--- config.mk ---
export PLATFORM = sky130hd
export DESIGN_NAME = cmp_sweep_driver
export DESIGN_NICKNAME = d
export VERILOG_FILES = /design/src/rtl/cmp_sweep_driver.sv
export SDC_FILE = /design/constraint.sdc
export NUM_CORES = 1
export LEC_CHECK = 0
export CORE_UTILIZATION = 59
export CTS_BUF_LIST = sky130_fd_sc_hd__clkbuf_2 sky130_fd_sc_hd__clkbuf_4 sky130_fd_sc_hd__clkbuf_8
export DETAILED_ROUTE_END_ITERATION = 8
export GPL_TIMING_DRIVEN = 1
export HOLD_SLACK_MARGIN = 0.12
export PLACE_DENSITY = 0.9
export SYNTH_ARGS = -nofsm -noshare
export SYNTH_HDL_FRONTEND = slang
export SYNTH_SLANG_ARGS = --single-unit
--- constraint.sdc ---
create_clock -name clk -period 3.48 [get_ports clk]
set_input_delay 0.522 -clock clk [delete_from_list [all_inputs] [get_ports clk]]
set_output_delay 0.522 -clock clk [all_outputs]
set_load 0.02 [all_outputs]
--- src/rtl/cmp_sweep_driver.sv ---
// cmp_sweep_driver: walks every operand pair through a comparator and checks its result
module cmp_sweep_driver #(
  parameter int WIDTH         = 3,
  parameter int CMP_OP        = 1,
  parameter int SETTLE_CYCLES = 1
) (
  input  logic               clk,
  input  logic               rst_n,
  input  logic               start,
  input  logic               abort,
  input  logic               dut_result,
  output logic [WIDTH-1:0]   a_out,
  output logic [WIDTH-1:0]   b_out,
  output logic               busy,
  output logic               done,
  output logic               pass,
  output logic [2*WIDTH:0]   err_count,
  output logic [WIDTH-1:0]   fail_a,
  output logic [WIDTH-1:0]   fail_b
);
  typedef enum logic [1:0] {IDLE, APPLY, SAMPLE, DONE} state_t;
  localparam int IW = 2 * WIDTH;
  localparam logic [3:0]    SETTLE  = 4'(SETTLE_CYCLES);
  localparam logic [IW-1:0] IDX_ONE = 1;
  localparam logic [IW:0]   ERR_ONE = 1;
  state_t            state_q, state_d;
  logic [IW-1:0]     idx_q, idx_d;
  logic [3:0]        cnt_q, cnt_d;
  logic              busy_q, busy_d, done_q, done_d, pass_q, pass_d;
  logic [IW:0]       err_q, err_d;
  logic [WIDTH-1:0]  fa_q, fa_d, fb_q, fb_d;
  logic              ref_bit, mism;
  assign a_out     = idx_q[IW-1:WIDTH];
  assign b_out     = idx_q[WIDTH-1:0];
  assign busy      = busy_q;
  assign done      = done_q;
  assign pass      = pass_q;
  assign err_count = err_q;
  assign fail_a    = fa_q;
  assign fail_b    = fb_q;
  // Reference function; unknown CMP_OP values fall back to equality
  assign ref_bit = (CMP_OP == 1) ? (a_out > b_out) : (CMP_OP == 2) ? (a_out < b_out) : (a_out == b_out);
  assign mism    = dut_result != ref_bit;
  // Next-state and result bookkeeping; abort takes priority over sampling
  always_comb begin
    state_d = state_q;
    idx_d   = idx_q;
    cnt_d   = cnt_q;
    busy_d  = busy_q;
    done_d  = done_q;
    pass_d  = pass_q;
    err_d   = err_q;
    fa_d    = fa_q;
    fb_d    = fb_q;
    case (state_q)
      IDLE, DONE: begin
        if (start) begin
          state_d = APPLY;
          idx_d   = '0;
          cnt_d   = 4'd1;
          busy_d  = 1'b1;
          done_d  = 1'b0;
          pass_d  = 1'b0;
          err_d   = '0;
          fa_d    = '0;
          fb_d    = '0;
        end
      end
      default: begin
        if (abort) begin
          state_d = IDLE;
          idx_d   = '0;
          cnt_d   = 4'd0;
          busy_d  = 1'b0;
          done_d  = 1'b0;
          pass_d  = 1'b0;
        end else if (state_q == APPLY) begin
          state_d = (cnt_q == SETTLE) ? SAMPLE : APPLY;
          cnt_d   = (cnt_q == SETTLE) ? cnt_q : cnt_q + 4'd1;
        end else begin
          if (mism) begin
            err_d = err_q + ERR_ONE;
            fa_d  = (err_q == '0) ? a_out : fa_q;
            fb_d  = (err_q == '0) ? b_out : fb_q;
          end
          if (idx_q == '1) begin
            state_d = DONE;
            busy_d  = 1'b0;
            done_d  = 1'b1;
            pass_d  = (err_d == '0);
          end else begin
            state_d = APPLY;
            idx_d   = idx_q + IDX_ONE;
            cnt_d   = 4'd1;
          end
        end
      end
    endcase
  end
  // State and output registers with asynchronous clear
  always_ff @(posedge clk or negedge rst_n) begin
    if (!rst_n) begin
      state_q <= IDLE;
      idx_q   <= '0;
      cnt_q   <= 4'd0;
      busy_q  <= 1'b0;
      done_q  <= 1'b0;
      pass_q  <= 1'b0;
      err_q   <= '0;
      fa_q    <= '0;
      fb_q    <= '0;
    end else begin
      state_q <= state_d;
      idx_q   <= idx_d;
      cnt_q   <= cnt_d;
      busy_q  <= busy_d;
      done_q  <= done_d;
      pass_q  <= pass_d;
      err_q   <= err_d;
      fa_q    <= fa_d;
      fb_q    <= fb_d;
    end
  end
endmodule
Word-level counts from Yosys, hierarchy flattened:

Index checks and enable logic that the tools add are counted.

* bits in registers: 28
* bits of input ports: 5
* output and inout bits: 22
* word-level logic and storage cells: 87

* add/sub/neg operators: 3
* order comparisons: 1
* eq/ne operators: 12
* multiplexer cells: 50
* reductions and logical operators: 12

Operators by type and width (number)
* 7-bit 2-to-1 mux: 8
* 3-bit 2-to-1 mux: 11
* 6-bit 2-to-1 mux: 5
* 4-bit 2-to-1 mux: 6
* 7-bit zero test: 2
* 1-bit 2-to-1 mux: 14
* 2-bit 2-to-1 mux: 6
* 3-bit AND reduction: 4
* 4-bit by 3-bit != test with 1-bit output, second input constant: 2
* 7-bit by 1-bit adder with 7-bit output, second input constant: 1
* 6-bit by 1-bit adder with 6-bit output, second input constant: 1
* 6-bit == test, second input constant: 1
* 3-bit by 2-bit != test with 1-bit output, second input constant: 2
* 5-bit AND reduction: 1
* 4-bit by 1-bit adder with 4-bit output, second input constant: 1
* 4-bit by 1-bit == test with 1-bit output, second input constant: 1
* 2-bit by 1-bit != test with 1-bit output, second input constant: 2
* 2-bit nonzero test: 2
* 3-bit greater-than comparator: 1
* 3-bit nonzero test: 1
* 2-bit by 1-bit == test with 1-bit output, second input constant: 1
* 2-bit == test, second input constant: 1
* 2-bit zero test: 1
* 2-bit != test, second input constant: 1
* 2 further kinds: 2

Logic depth before layout (Yosys ltp):

* depth after elaboration: 11
* gate-level depth with buffers: 9
* mapped depth without buffers: 8

Least setup slack after synthesis:

OpenSTA, ideal clock, no wires.

* path kind: flip-flop to flip-flop
* start point: reg idx_q[2]
* end point: reg fa_q[0] (netlist: fail_a[0])
* setup time: 0.125 ns
* arrival time: 2.084 ns
* data required time: 3.355 ns
* setup slack: 1.271 ns
* stages on the path, launching flop included: 8
* buffers on the path: 0
* clock period less this slack: 2.209 ns
* path through: dfrtp_1 > inv_1 > ha_1 > a311o_1 > o211ai_2 > a41o_1 > nand2_4 > mux2_4

* cells in the longest elaborated chain, start to end: 4

RTL lines
* start: declaration: RTL line 27 `logic [IW-1:0] idx_q, idx_d;`
* start signal: assignment: RTL line 114 `idx_q <= idx_d;`
* 3-bit greater-than comparator: RTL line 42 `assign ref_bit = (CMP_OP == 1) ? (a_out > b_out) : (CMP_OP == 2) ? (a_out < b_out) : (a_out == b_out);`
* 1-bit != test: RTL line 43 `assign mism = dut_result != ref_bit;`
* 2-bit nonzero test (no line)
* 5-bit AND reduction (no line)
* end signal: assignment: RTL line 110 `fa_q <= '0;`
* end signal: assignment: RTL line 120 `fa_q <= fa_d;`
* end: declaration: RTL line 31 `logic [WIDTH-1:0] fa_q, fa_d, fb_q, fb_d;`

No other way between the ends.
A chain may end at the register's enable or synchronous reset.

Worst setup path in the final report:

* start point: reg idx_q[2]
* end point: reg fb_q[0] (netlist: fail_b[0])

* cells in the longest elaborated chain, start to end: 4

RTL lines
* 3-bit greater-than comparator: RTL line 42
* 1-bit != test: RTL line 43
* 2-bit nonzero test (no line)
* 5-bit AND reduction (no line)
* end signal: assignment: RTL line 111 `fb_q <= '0;`
* end signal: assignment: RTL line 121 `fb_q <= fb_d;`
* end: declaration: RTL line 31

No other way between the ends.

==> metrics.md <==
| Metric | Value |
|---|---|
| Post-DP HPWL | 2.72 mm |
| Syn. warnings | 0 |
| Top Family by Delay on Critical Path | compound AO/OA/AOI/OAI gates |
| Syn_area_per_cell | 9.49 sq um |
| Average wire per standard cell | 16.4 um |
| Net Sw Power | about 600 uW |
| Final antenna diode count | 0 |
| Min-delay worst type | reg -> reg |
| Post-synthesis cell type count | 42 |
| Grt ovf | 0 |
| Slew Viols, Final | 0 |
| Pin count of the biggest net entering global routing | 29 |
| CP arrival | approximately 2800 ps |
| H-tree levels | 1 |
| Worst-path cell chain | inv_1 > ha_1 > a311o_1 > o211ai_2 > a41o_1 > nand2_4 > mux2_4 |
| Post-synthesis register bit count | 28 |
| Ratio of cells with drive above 1 in the final layout | 8.46% |
| Area delta synth->final | 20.1% |
| Post-DRT Antenna Nets | 0 |
| Worst-Margin Slew | 623 ps |
| Switching Share | 43.8% |
| Int Pwr | 776 uW |
| Starting Density | 64.7% |
| Max Cap Viol | 0 |
| # setup viols final | 0 |
| Slowest-stage cell, CP | o211ai_2 |
| Postcts setup bufs | 0 |
| Ranking of synthesized cells by area | dfrtp_1 42%, ha_1 6.8%, mux2_4 5.4%, o21ai_0 4.5%, nor2_1 4.3% |
| Outcome | finished clean |
| Clock skew | 9.80 ps |
| Area of the mapped netlist | 0.00166 sq mm |
| RSZ-0062 raised after global routing | false |
| FP Rows | 18 |
| Die Height | 55.1 um |
| Post-cts gate resize count | 0 |
| Cell count after synthesis | approximately 180 |
| Worst-path clk slew | 150 ps |
| Worst setup EP type | flop |
| Clk Latency, worst-skew pair | 340 ps |
| Num CTS Buffers | 3 |
| Nets | 216 |
| First DRT Iteration DRCs | 38 |
| CTS tree | yes |
| Crit Path Class | reg -> reg |
| Die Area | 0.00303 sq mm |
| CORE AREA | 0.00257 sq mm |
| Critical path buffers and inverters | 1 |
| Number of synthesized flops with an enable pin | 0 |
| Port Buffers | 26 |
| Worst setup SP type | flop |
| Vias in the first global route | around 1300 |
| Detailed Routing Iterations Pass 1 | 4 |
| Setup WS pre-CTS | 809 ps |
| Max Freq | 0.390 GHz |
| Final TNS setup | 0 ps |
| Clock buffer depth | 2 |
| Die width | 55.1 um |
| Gr usage total | 28.3% |
| Root Driver | clkbuf_4 |
| Worst EP required | 3710 ps |
| Crit-path max FO | 14 |
| Final worst-path setup slack | approximately 900 ps |
| First-pass GRT wire length | 6.07 mm |
| Seq pwr share | 32.5% |
| Dominant cell type by area after synthesis | dfrtp_1 |
| Sequential fraction of the synthesis area | a little over two fifths |
| Syn nets | 189 |
| Max rail drop VDD | 0.542 mV |
| Hold-fix buffers at CTS | 0 |
| Synth Flop Type | dfrtp_1 |
| Pwr dens | about 700 mW/mm^2 |
| Global placer's final weighted congestion | approximately 0.85 |
| LEAKAGE | 0.000879 uW |
| Synth top cells by count | 28 x dfrtp_1, 19 x nor2_1, 15 x o21ai_0 |
| Slew HR | between 50 and 60% |
| Critical path's largest stage delay | 480 ps |
| Final period util | 73.7% |
| Total Wirelength | 3.79 mm |
| Final Hold Vio Count | 0 |
| Share of the synthesized area in the top cell type | between 40% and 50% |
| Gate power share | 51.9% |
| Remaining DRCs | 0 |
| I/O Pins | 27 |
| Vias | approximately 1400 |
| Initial antenna violation count | 0 |
| Share of power burned in the clock network | 15.6% |
| Final Critical Period | 2560 ps |
| Top-count cell post-synth | dfrtp_1 |
| Sink Count | 28 |
| Ys async rst share | 100% |
| Routed vias/inst | between 6 and 7 |
==> routing by layer <==
layer / wire, um / up-vias / GRT usage (%)
li1: - / 684 / -
met3: 146 / 9 / 3.01
met4: 67 / 0 / 11.3
met5: 0 / - / 0
met1: 1660 / 697 / 34.8
met2: 1920 / 48 / 50.2
==> area by class of cell <==
| cell class | count | area [sq um] |
|---|---|---|
| clock buffers | 3 | 22.5 |
| fillers | 180 | 572 |
| well taps | 30 | 37.5 |
| inverters | 12 | 45.0 |
| repair buffers | 27 | 268 |
| multi-input cells | 130 | 892 |
| flip-flops and latches | 28 | 701 |
| clock inverters | 1 | 30.0 |
==> registers in the layout (all words and copies together), names as in the netlist <==
register / count
fail_b: 3
busy: 1
done: 1
pass: 1
err_count: 7
state_q: 2
cnt_q: 4
idx_q: 6
fail_a: 3
==> power by group through the flow <==
stage / logic, uW / clock network, uW / registers [uW]
6_report: 716 / 216 / 449
5_1_grt: 788 / 230 / 459
4_1_cts: 709 / 219 / 448
3_5_place_dp: 704 / 0 / 455
3_3_place_gp: 671 / 0 / 446
2_1_floorplan: 490 / 0 / 478
==> worst reg2reg max path, cell delays in order, from the launching register on <==
cell and delay (ps):
dfrtp_1 450, inv_1 110, ha_1 320, a311o_1 370
o211ai_2 480, a41o_1 310, nand2_4 110, mux2_4 330
==> final timing paths <==
kind / cells past startpoint / to / from / slack, ps
min: 1 / state_q[1]$_DFFE_PN0P_ / state_q[1]$_DFFE_PN0P_ / 530
max reg2reg: 7 / fail_b[0]$_DFFE_PN0P_ / idx_q[2]$_DFFE_PN0P_ / 920
min in group asynchronous: 2 / fail_b[1]$_DFFE_PN0P_ / rst_n / 540
max: 7 / fail_b[0]$_DFFE_PN0P_ / idx_q[2]$_DFFE_PN0P_ / 920
min reg2reg: 1 / state_q[1]$_DFFE_PN0P_ / state_q[1]$_DFFE_PN0P_ / 530
max in group asynchronous: 2 / cnt_q[0]$_DFFE_PN0P_ / rst_n / 2660
==> layout by cell type, fill, tap and decap left out, types with 5 or more instances in the layout <==
| master | Yosys | routed |
|---|---|---|
| ha_1 | 9 | 9 |
| nor2_1 | 19 | 19 |
| a21oi_1 | 12 | 12 |
| dfrtp_1 | 28 | 28 |
| nand3_1 | 5 | 5 |
| inv_1 | 12 | 12 |
| o21ai_0 | 15 | 15 |
| mux2_4 | 6 | 6 |
| nand2_1 | 14 | 14 |
| clkdlybuf4s50_1 | 0 | 26 |
==> cell families after synthesis <==
family	Yosys count	synth area share, %
adders and majority gates	9	6.78
xor gates and xnor gates	6	3.16
and+or+nand+nor	60	18.1
muxes	9	7.23
buffers and inverters	17	4.14
DFF	28	42.2
AOI/OAI and AO/OA	46	18.4
==> through the flow <==
step	hold WS [ps]	power (uW)	util, %	cells	area [sq um]
after floorplan	226	968	-	175	1660
after global placement	490	1120	75.7	227	1940
after detailed placement	498	1160	75.7	227	1940
after CTS	534	1380	77.7	231	2000
after global routing	549	1480	77.7	231	2000
final	530	1380	77.7	231	2000
Note: power is estimated with default switching activity, not from simulation.
